$ cat src/rtl/tg_pkg.sv
// Shared types and constants for the TG pulse generator.
// Phase enum plus the next-nonzero-phase selector.
package tg_pkg;

   localparam int TG_W_WIDTH = 4;
   localparam int TG_W_SEQ   = 4;

   typedef enum logic [1:0] {
      IDLE = 2'd0,
      P1   = 2'd1,
      P2   = 2'd2,
      P3   = 2'd3
   } tg_state_e;

   // Phases with a zero width are skipped; IDLE means the sequence is over.
   function automatic tg_state_e next_phase(
      input tg_state_e cur,
      input logic      nz1,
      input logic      nz2,
      input logic      nz3
   );
      tg_state_e nxt;
      nxt = IDLE;
      unique case (cur)
         IDLE: begin
            if (nz1)
               nxt = P1;
            else if (nz2)
               nxt = P2;
            else if (nz3)
               nxt = P3;
         end
         P1: begin
            if (nz2)
               nxt = P2;
            else if (nz3)
               nxt = P3;
         end
         P2: begin
            if (nz3)
               nxt = P3;
         end
         default: nxt = IDLE;
      endcase
      return nxt;
   endfunction

endpackage

$ cat src/rtl/tg_width_cnt.sv
// Loadable down-counter that times one pulse phase.
// Holds at zero until reloaded.
module tg_width_cnt
   import tg_pkg::*;
#(
   parameter int W = TG_W_WIDTH
) (
   input  logic         clk,
   input  logic         C_purstb,
   input  logic         load,
   input  logic [W-1:0] load_val,
   output logic         zero
);

   logic [W-1:0] cnt;

   always_ff @(posedge clk or negedge C_purstb) begin
      if (!C_purstb)
         cnt <= '0;
      else if (load)
         cnt <= load_val;
      else if (cnt != '0)
         cnt <= cnt - W'(1);
   end

   assign zero = (cnt == '0);

endmodule

$ cat src/rtl/tg_pulse_gen.sv
// TG pulse source: three contiguous programmable pulses per start,
// with a wrapping count of completed sequences.
module tg_pulse_gen
   import tg_pkg::*;
#(
   parameter int W_WIDTH = TG_W_WIDTH,
   parameter int W_SEQ   = TG_W_SEQ
) (
   input  logic               clk,
   input  logic               C_purstb,
   input  logic               start,
   input  logic [W_WIDTH-1:0] B_test1,
   input  logic [W_WIDTH-1:0] B_test2,
   input  logic [W_WIDTH-1:0] B_test3,
   output logic               DA_test1,
   output logic               DA_test2,
   output logic               DA_test3,
   output logic [W_SEQ-1:0]   DA_test4,
   output logic               busy,
   output logic               done
);

   tg_state_e          state;
   tg_state_e          nxt;
   logic [W_WIDTH-1:0] sh1;
   logic [W_WIDTH-1:0] sh2;
   logic [W_WIDTH-1:0] sh3;
   logic [W_WIDTH-1:0] src1;
   logic [W_WIDTH-1:0] src2;
   logic [W_WIDTH-1:0] src3;
   logic [W_WIDTH-1:0] wsel;
   logic [W_WIDTH-1:0] ld_val;
   logic               ld;
   logic               launch;
   logic               seq_end;
   logic               cnt_zero;

   // At launch the shadows are not yet written, so widths come straight
   // from the inputs; afterwards only the shadowed copies are used.
   always_comb begin
      src1    = (state == IDLE) ? B_test1 : sh1;
      src2    = (state == IDLE) ? B_test2 : sh2;
      src3    = (state == IDLE) ? B_test3 : sh3;
      launch  = (state == IDLE) && start;
      nxt     = state;
      seq_end = 1'b0;
      unique case (state)
         IDLE: begin
            if (start) begin
               nxt     = next_phase(IDLE, |src1, |src2, |src3);
               seq_end = (nxt == IDLE);
            end
         end
         default: begin
            if (cnt_zero) begin
               nxt     = next_phase(state, |src1, |src2, |src3);
               seq_end = (nxt == IDLE);
            end
         end
      endcase
   end

   always_comb begin
      wsel = '0;
      unique case (nxt)
         P1:      wsel = src1;
         P2:      wsel = src2;
         P3:      wsel = src3;
         default: wsel = '0;
      endcase
      ld     = (nxt != IDLE) && (nxt != state);
      ld_val = ld ? (wsel - W_WIDTH'(1)) : '0;
   end

   tg_width_cnt #(
      .W (W_WIDTH)
   ) u_cnt (
      .clk      (clk),
      .C_purstb (C_purstb),
      .load     (ld),
      .load_val (ld_val),
      .zero     (cnt_zero)
   );

   always_ff @(posedge clk or negedge C_purstb) begin
      if (!C_purstb) begin
         state    <= IDLE;
         sh1      <= '0;
         sh2      <= '0;
         sh3      <= '0;
         DA_test1 <= 1'b0;
         DA_test2 <= 1'b0;
         DA_test3 <= 1'b0;
         DA_test4 <= '0;
         busy     <= 1'b0;
         done     <= 1'b0;
      end else begin
         state    <= nxt;
         DA_test1 <= (nxt == P1);
         DA_test2 <= (nxt == P2);
         DA_test3 <= (nxt == P3);
         busy     <= (nxt != IDLE);
         done     <= seq_end;
         if (seq_end)
            DA_test4 <= DA_test4 + W_SEQ'(1);
         if (launch) begin
            sh1 <= B_test1;
            sh2 <= B_test2;
            sh3 <= B_test3;
         end
      end
   end

endmodule

$ cat config.mk
export PLATFORM = sky130hd
export DESIGN_NAME = tg_pulse_gen
export DESIGN_NICKNAME = d
export VERILOG_FILES = /design/src/rtl/tg_pkg.sv /design/src/rtl/tg_width_cnt.sv /design/src/rtl/tg_pulse_gen.sv
export SDC_FILE = /design/constraint.sdc
export NUM_CORES = 1
export LEC_CHECK = 0
export ABC_CLOCK_PERIOD_IN_PS = 2900
export BUFFER_PORTS_ARGS = -buffer_cell sky130_fd_sc_hd__buf_2
export CELL_PAD_IN_SITES_DETAIL_PLACEMENT = 1
export CELL_PAD_IN_SITES_GLOBAL_PLACEMENT = 1
export CORE_MARGIN = 5
export CORE_UTILIZATION = 40
export CTS_BUF_LIST = sky130_fd_sc_hd__clkbuf_16
export DETAILED_ROUTE_END_ITERATION = 16
export GPL_TIMING_DRIVEN = 0
export PLACE_DENSITY = 0.8
export SLEW_MARGIN = 5
export SYNTH_ARGS = -nofsm -noshare
export SYNTH_HDL_FRONTEND = slang
export SYNTH_HIERARCHICAL = 1
export SYNTH_SLANG_ARGS = --single-unit
$ cat constraint.sdc
create_clock -name clk -period 2.9 [get_ports clk]
set_input_delay 0.58 -clock clk [delete_from_list [all_inputs] [get_ports clk]]
set_output_delay 0.58 -clock clk [all_outputs]
set_load 0.1 [all_outputs]
[Word level (Yosys, flattened, before mapping)]
Index checks and enable logic that the tools add are counted.
Cells by class
  add/subtract/negate cells: 3
  equality and inequality tests: 6
  multiplexer cells: 20
  reductions and logical operators: 12
Operators by type and width (number)
  two-way mux 2 bit: 10
  two-way mux 4 bit: 5
  case mux 4 bit (3 select lines): 1
  OR reduction 4 bit: 3
  subtractor 4 x 1 -> 4 bit, second input constant: 2
  equality test 2 bit, second input constant: 3
  logical NOT 2 bit: 3
  adder 4 x 1 -> 4 bit, second input constant: 1
  equality test 2 x 1 -> 1 bit, second input constant: 2
  logical NOT 4 bit: 1
  case mux 2 bit (2 select lines): 1
  nonzero test 2 bit: 2
  nonzero test 4 bit: 1
  two-way mux 1 bit: 3
  logical AND 1 bit: 2
  inequality test 2 bit: 1
Storage, ports and cells
  flip-flop bits (word level): 27
  logic and storage cells: 52

[Depth between registers and ports, before layout]
Gate-level depths: netlist (run 1).
  depth after elaboration: 14
  gate-level depth with buffers: 16

[By module]
Netlist (run 1), hierarchy kept.
Modules (own cells, without submodules)
  tg_pulse_gen: times used 1, cells each 133, area each 1391.3 um^2, seq. area each 575.6 um^2
  tg_width_cnt: times used 1, cells each 22, area each 234.0 um^2, seq. area each 100.1 um^2

[Worst setup path after synthesis (run 1)]
No wires, ideal clock.
  path type: input to register
  start: input port B_test2[0]
  end: register u_cnt.cnt[3]
  arrival: 2.747 ns
  data required time: 2.774 ns
  setup slack: 0.027 ns
  stages: 9
  path through: or4_1 nand2b_1 a21oi_1 nand2_1 a21oi_1 a2bb2oi_1 inv_1 clkbuf_1 a221o_1
Between the ends
  elaborated cells on any way between the ends: 22
  those cells by class: add/sub: 1; eq/ne: 4; mux: 13; reduce/logical: 4
RTL lines
  start, declared: line tg_pulse_gen.sv:13  | input logic [W_WIDTH-1:0] B_test2,
  two-way mux 4 bit *: line tg_pulse_gen.sv:42  | src2 = (state == IDLE) ? B_test2 : sh2;
  OR reduction 4 bit *: line tg_pulse_gen.sv:50, tg_pulse_gen.sv:56
  two-way mux 2 bit *: line tg_pkg.sv:28  | else if (nz2)
  case mux 2 bit (2 select lines) / two-way mux 2 bit (equally long branches): line tg_pkg.sv:24, tg_pkg.sv:26
  two-way mux 2 bit, on equally long branches: line tg_pulse_gen.sv:55, tg_pulse_gen.sv:49
  two-way mux 2 bit: line tg_pulse_gen.sv:47  | unique case (state)
  two-way mux 2 bit, on equally long branches: line tg_pulse_gen.sv:55, tg_pulse_gen.sv:49
  two-way mux 2 bit *: line tg_pulse_gen.sv:47
  inequality test 2 bit / nonzero test 2 bit (equally long branches): line tg_pulse_gen.sv:71  | ld = (nxt != IDLE) && (nxt != state);
  logical AND 1 bit *: line tg_pulse_gen.sv:71
  via ld: line tg_pulse_gen.sv:33  | logic ld;
  two-way mux 4 bit / nonzero test 2 bit (equally long branches)
  end signal, assigned: line tg_width_cnt.sv:21  | cnt <= load_val;
  end signal, assigned: line tg_width_cnt.sv:23  | cnt <= cnt - W'(1);
  end, declared: line tg_width_cnt.sv:15  | logic [W-1:0] cnt;
The timed path passes the listed nets; every way through them passes the cells marked *. The select of a mux whose other input is x is not followed.
A chain may end at the register's enable or synchronous reset.

[Final worst setup path (run 1)]
  start: input port B_test3[0]
  end: register u_cnt.cnt[2]
Between the ends
  word-level cells in the longest chain between the ends: 13
  elaborated cells on any way between the ends: 23
  those cells by class: add/sub: 1; eq/ne: 4; mux: 14; reduce/logical: 4
Ends and longest elaborated chain
  start, declared: line tg_pulse_gen.sv:14  | input logic [W_WIDTH-1:0] B_test3,
  two-way mux 4 bit *: line tg_pulse_gen.sv:43  | src3 = (state == IDLE) ? B_test3 : sh3;
  OR reduction 4 bit *: line tg_pulse_gen.sv:50, tg_pulse_gen.sv:56
  two-way mux 2 bit *: line tg_pkg.sv:30, tg_pkg.sv:36, tg_pkg.sv:40
  two-way mux 2 bit: line tg_pkg.sv:28
  case mux 2 bit (2 select lines) / two-way mux 2 bit (equally long branches): line tg_pkg.sv:24, tg_pkg.sv:26
  two-way mux 2 bit, on equally long branches: line tg_pulse_gen.sv:55, tg_pulse_gen.sv:49
  two-way mux 2 bit: line tg_pulse_gen.sv:47
  two-way mux 2 bit, on equally long branches: line tg_pulse_gen.sv:55, tg_pulse_gen.sv:49
  two-way mux 2 bit *: line tg_pulse_gen.sv:47
  via nxt[1]: line tg_pulse_gen.sv:24  | tg_state_e nxt;
  equality test 2 bit / equality test 2 x 1 -> 1 bit (equally long branches): line tg_pulse_gen.sv:65  | unique case (nxt)
  case mux 4 bit (3 select lines) *: line tg_pulse_gen.sv:65
  subtractor 4 x 1 -> 4 bit *: line tg_pulse_gen.sv:72  | ld_val = ld ? (wsel - W_WIDTH'(1)) : '0;
  via ld_val[2]: line tg_pulse_gen.sv:32  | logic [W_WIDTH-1:0] ld_val;
  two-way mux 4 bit *: line tg_width_cnt.sv:20  | else if (load)
Marks and branches as above.

==> flow_summary.toml, run 1 <==
[timing]
setup_ws_ps = -121.9
worstMarginPinSlew_ps = 611.3
whs_ps = 321.6
hold_viol = 0
fin_worst_skew_ps = 2.403
report.final.slew_viol_count = 0
rsz0062_at_grt = "true"
setup_violations = 3
fin_crit_ps = 3022
relSlewSlack = 0.5925
max_freq_mhz = 330.9
fin_crit_sh = 1.042

[floorplan]
io_pins = 24
rows = 23
coreArea_sq_mm = 0.003971
start_util = 0.4093
die_h_um = 73.75
die_w_um = 73.75
dieArea_sq_mm = 0.005438

[global_routing]
grt_max_degree = 28
grt_antenna_before_repair = 0
grt_pass1_vias = 1495
gr-total-overflow = 0
grt_first_pass_wirelength_um = 7590
grt_use_total = 0.1847

[logic_synthesis]
yosysSeqAreaShare = 0.4157
netlist_top_cells_area = "dfrtp_1 42%, mux2_2 11%, mux2i_1 4.9%, ha_1 4.6%, nor3_1 4.0%"
synthFlopType = "dfrtp_1"
synthArstFlopShare = 1.000
synth_nets = 176
synth_top_area_frac = 0.4157
syn-cell-area_sq_mm = 0.001625
synthDistinctLibCells = 49
synth_edf_count = 0
syn_inst = 155
avgSynthCellArea_sq_um = 10.49
synth_warnings = 6
ys_seq_elements = 27
yosys.area.top_type = "dfrtp_1"

[critical_path]
cp.required_ps = 3040
path_max_fanout = 7
criticalPathCategory = "input port to flip-flop"
crit_buf_inv = 2
crit_top_cell = "nor3_2"
critPathLaunch = "B_test3[0]"
cpMaxStageDelayCell = "or4_1"
cp.arrival_ps = 3160
startpoint_type = "input port"
path_cells = "buf_2 -> or4_1 -> o2111ai_2 -> a211o_4 -> clkinv_8 -> mux2i_4 -> nor3_2 -> a211oi_2 -> ha_2 -> o21a_1 -> nor3_2 -> nand2_1 -> o21ai_1"
timing.rr.start = "sh3[1]"
slowest_delay_ps = 640
cp-end-kind = "flip-flop"
path_delay_family = "compound AO/OA/AOI/OAI gates"

[placed_design]
gp_congestion = 0.8752
portBuffers = 23
dp_hpwl_um = 3259

[clock_tree]
cts.sinks = 27
clock_latency_ps = 260
clockBufferDepth = 2
cts_max_level = 1
cts_root_buf = "clkbuf_16"
tritoncts = "done"
cts_buffers = 3
clkTransAtPathRegs_ps = 70

[routing]
detail_route.vias_per_cell = 5.901
drt_iter0_drc = 74
wl_per_cell_um = 21.79
route.vias.total = 1493
ant_nets = 0
drtPass1Iterations = 4
drt-total-wl_um = 5514
drc = 0

[outcome]
violations = "setup timing"
status = "complete, but fails checks"

[cells_and_area]
area_delta_synth_final_pct = 37.41
layout-drive-gt1-share = 0.5222
nets = 225
nFillCells = 435
n_antenna_cell = 0

[hold_path]
hold_path_class = "input port to asynchronous set/reset pin"

[job]
max-cap-violations = 0
## worst paths after layout
check	slack, ps	cells past startpoint	to
worst max-delay path	-120	13	u_cnt/cnt[2]
worst min-delay path	320	1	sh3[3]
worst max register to register	-110	12	u_cnt/cnt[2]
worst min register to register	500	1	DA_test4[3]
max in group asynchronous	2140	1	state[0]
min in group clk	500	1	DA_test4[3]
## flip-flops by register name (all words and copies together), names as in the netlist
signal	cells
DA_test4	4
sh1	4
sh2	4
sh3	4
u_cnt/cnt	4
state	2
DA_test1	1
DA_test2	1
DA_test3	1
busy	1
done	1
## metrics by stage
stage | setup TNS, ps | setup WS [ps] | utilization | instance area, sq um | instances
2_1_floorplan | 0 | 27.14 | - | 1625 | 155
3_3_place_gp | -1186 | -363.1 | 0.4540 | 1803 | 228
3_5_place_dp | -1499 | -456.6 | 0.4540 | 1803 | 228
4_1_cts | -45.74 | -24.75 | 0.5164 | 2051 | 241
5_1_grt | -535.2 | -215.5 | 0.5624 | 2233 | 253
6_report | -270.2 | -121.9 | 0.5624 | 2233 | 253
## area by class of cell
class / instances / area, sq um / share of cell area
clock inverters: 1 / 7.507 / 0.003361
plain buffers: 2 / 8.758 / 0.003922
well taps: 50 / 62.56 / 0.02801
repair buffers: 47 / 299.0 / 0.1339
flip-flops and latches: 27 / 676.9 / 0.3031
multi-input cells: 113 / 1054 / 0.4717
inverters: 10 / 50.05 / 0.02241
clock buffers: 3 / 75.07 / 0.03361
## timing repair
item,in CTS,in global routing
pin swaps,9,9
hold buffers,0,0
endpoints found under the setup margin,4,4
setup buffers,10,14
gates resized for setup,22,20
## cell usage in the layout, fill, tap and decap left out, types with 2 or more instances in the layout
cell / instances
clkbuf_16: 3
nand2_1: 6
a211oi_2: 2
dfrtp_1: 26
buf_2: 24
nand4_1: 2
a21oi_1: 5
nor3_2: 5
o21ai_1: 2
nor3_1: 8
nor2b_1: 3
o21ai_0: 2
buf_4: 23
nor2_2: 3
inv_2: 4
nor2_1: 6
xnor2_1: 3
ha_1: 3
or4_1: 3
inv_1: 5
ha_4: 2
mux2_2: 16
mux2i_1: 6
## kinds of logic (layout without fill, tap and decap cells)
group,Yosys count,in the layout,share of synthesized area
mux,24,24,0.1601
flops,27,27,0.4157
buf+inv,15,63,0.04157
xor+xnor,4,4,0.02156
compound gates,31,31,0.1455
fa+ha+maj,6,6,0.04619
simple gates,48,48,0.1694
## layer usage
metal  track usage  up-vias  wire length [um]
met3       0.02599       20               209
met5             0        -                 0
met4       0.03823        0               245
met1        0.2330      741              2157
met2        0.3327       55              2902
li1              -      677                 -
## synth_stat cells, drive strengths merged (2+ instances only)
| library cell | count |
|---|---|
| a31oi | 2 |
| nor3b | 2 |
| inv | 10 |
| o21ai | 5 |
| nand4 | 2 |
| buf | 3 |
| a211oi | 3 |
| clkbuf | 2 |
| nor3 | 13 |
| nand2 | 7 |
| mux2 | 16 |
| ha | 6 |
| or4 | 4 |
| nor2b | 3 |
| nor2 | 9 |
| a311oi | 2 |
| nand2b | 2 |
| mux2i | 8 |
| nor4 | 3 |
| dfrtp | 27 |
| nand3 | 2 |
| a21oi | 6 |
| xnor2 | 3 |
Power of run 1 is left out: the tool's default activity adds up to more than one toggle a clock period on the data nets, which glitch-free logic cannot reach.
==> inputs of run 2 (changes only) <==
--- a/config.mk
+++ b/config.mk
@@ -5,16 +5,16 @@
 export SDC_FILE = /design/constraint.sdc
 export NUM_CORES = 1
 export LEC_CHECK = 0
-export ABC_CLOCK_PERIOD_IN_PS = 2900
+export ABC_CLOCK_PERIOD_IN_PS = 3350
 export BUFFER_PORTS_ARGS = -buffer_cell sky130_fd_sc_hd__buf_2
 export CELL_PAD_IN_SITES_DETAIL_PLACEMENT = 1
 export CELL_PAD_IN_SITES_GLOBAL_PLACEMENT = 1
 export CORE_MARGIN = 5
-export CORE_UTILIZATION = 40
+export CORE_UTILIZATION = 44
 export CTS_BUF_LIST = sky130_fd_sc_hd__clkbuf_16
 export DETAILED_ROUTE_END_ITERATION = 16
 export GPL_TIMING_DRIVEN = 0
-export PLACE_DENSITY = 0.8
+export PLACE_DENSITY = 0.84
 export SLEW_MARGIN = 5
 export SYNTH_ARGS = -nofsm -noshare
 export SYNTH_HDL_FRONTEND = slang
==> constraint.sdc (replaced) <==
create_clock -name clk -period 3.35 [get_ports clk]
set_input_delay 0.67 -clock clk [delete_from_list [all_inputs] [get_ports clk]]
set_output_delay 0.67 -clock clk [all_outputs]
set_load 0.1 [all_outputs]
==> flow_summary.toml, run 2 (synthesized netlist as in run 1, its figures left out) <==
[cells_and_area]
n_antenna_cell = 0
layout-drive-gt1-share = 0.3387
ff_latch_area_sq_um = 675.6
nFillCells = 418
final_common_cell = "dfrtp_1"
mostFrequentLayoutCells = "27 x dfrtp_1, 24 x buf_2, 16 x mux2_2"
design_area_sq_mm = 0.001927
nets = 208
multi_input_comb_area_sq_um = 895.9
area_delta_synth_final_pct = 18.55

[critical_path]
path_max_fanout = 8
startpoint_type = "input port"
criticalPathCategory = "input port to flip-flop"
crit_top_cell = "a21oi_1"
cp.arrival_ps = 3320
path_cells = "buf_2 -> or4_1 -> nand2b_1 -> a21oi_1 -> nand2_2 -> a21oi_1 -> a2bb2oi_2 -> inv_1 -> clkbuf_1 -> a221o_1"
cpMaxStageDelayCell = "or4_1"
slowest_delay_ps = 570
cp.required_ps = 3500
cp-end-kind = "flip-flop"

[global_routing]
gr-total-overflow = 0
grt_use_total = 0.1759
grt_max_degree = 28
grt_pass1_vias = 1449
grt_antenna_before_repair = 0
grt_first_pass_wirelength_um = 7058

[routing]
drc = 0
wl_per_cell_um = 18.15
detail_route.vias_per_cell = 6.030
drt-total-wl_um = 4246
route.vias.total = 1411
drtPass1Iterations = 5
ant_nets = 0
drt_iter0_drc = 61

[timing]
setup_violations = 0
fin_worst_skew_ps = 5.499
relSlewSlack = 0.6072
fin_crit_ps = 3172
fin_crit_sh = 0.9468
hold_viol = 0
report.final.slew_viol_count = 0
max_freq_mhz = 315.3
worstMarginPinSlew_ps = 589.2

[clock_tree]
cts.sinks = 27
cts_buffers = 3
cts-hold-fix-buffers = 0
clock_latency_ps = 260
clockBufferDepth = 2
clkTransAtPathRegs_ps = 70
cts_max_level = 1
tritoncts = "done"
cts_root_buf = "clkbuf_16"

[floorplan]
dieArea_sq_mm = 0.005009
die_h_um = 70.78
rows = 22
io_pins = 24
coreArea_sq_mm = 0.003606
start_util = 0.4507
die_w_um = 70.78

[hold_path]
hold_path_class = "input port to asynchronous set/reset pin"

[placed_design]
gp_congestion = 0.8673
portBuffers = 23
dp_hpwl_um = 3177
placed_area_sq_mm = 0.001800

[job]
max-cap-violations = 0

[outcome]
status = "finished, final reports clean"
## run 2: cell count changes in the layout (fill, tap and decap cells not counted), moves of 4 or more
cell / before / now
inv_2: 4 / 0
inv_1: 5 / 10
nor3_1: 8 / 13
buf_4: 23 / 5
nor3_2: 5 / 0
## run 2: what timing repair did
action | CTS | global route
endpoints found under the hold margin | 0 | 0
setup buffers | 0 | 5
setup endpoints to repair | 0 | 4
gates resized for setup | 0 | 4
## run 2: path summary, 6_finish.rpt
| check | from | endpoint | slack (ps) | cells after the start |
|---|---|---|---|---|
| max | B_test2[0] | u_cnt/cnt[3] | 180 | 10 |
| max in group asynchronous | C_purstb | sh3[1] | 2550 | 1 |
| min reg2reg | DA_test4[3] | DA_test4[3] | 480 | 1 |
| min in group clk | DA_test4[3] | DA_test4[3] | 480 | 1 |
| max reg2reg | u_cnt/cnt[0] | u_cnt/cnt[2] | 190 | 17 |
| min | C_purstb | u_cnt/cnt[2] | 410 | 1 |
## run 2: area by class of cell
class                      instances  share of cell area
multi-input combinational        113              0.4649
sequential                        27              0.3506
timing repair buffer              28             0.07922
clock buffer                       3             0.03896
tap                               48             0.03117
inverter                          10             0.02078
buffer                             4             0.01234
clock inverter                     1            0.001948
## run 2: worst max-delay path, delay by kind of cell
family / cells / cell delay, ps
simple gates: 3 / 1000
buf+inv: 3 / 380
compound gates: 4 / 1250
## run 2: routing by layer
| layer | up-vias | share of wire | GRT usage |
|---|---|---|---|
| met5 | - | 0 | 0 |
| met4 | 0 | 0.019 | 0.06054 |
| met3 | 10 | 0.054 | 0.03267 |
| met2 | 51 | 0.52 | 0.3059 |
| li1 | 644 | - | - |
| met1 | 706 | 0.40 | 0.2180 |
## run 2: stage by stage
step                      hold slack [ps]  setup WS [ps]  utilization  instances  setup TNS [ps]
after floorplan                     374.4          387.1            -        155               0
after global placement              455.8          8.732       0.4993        226               0
after detailed placement            476.5         -140.7       0.4993        226          -275.7
after CTS                           432.0          18.10       0.5212        230               0
after global routing                461.5         -30.48       0.5344        234          -30.48
final                               406.2          178.4       0.5344        234               0
Power of run 2 is left out for the same reason.
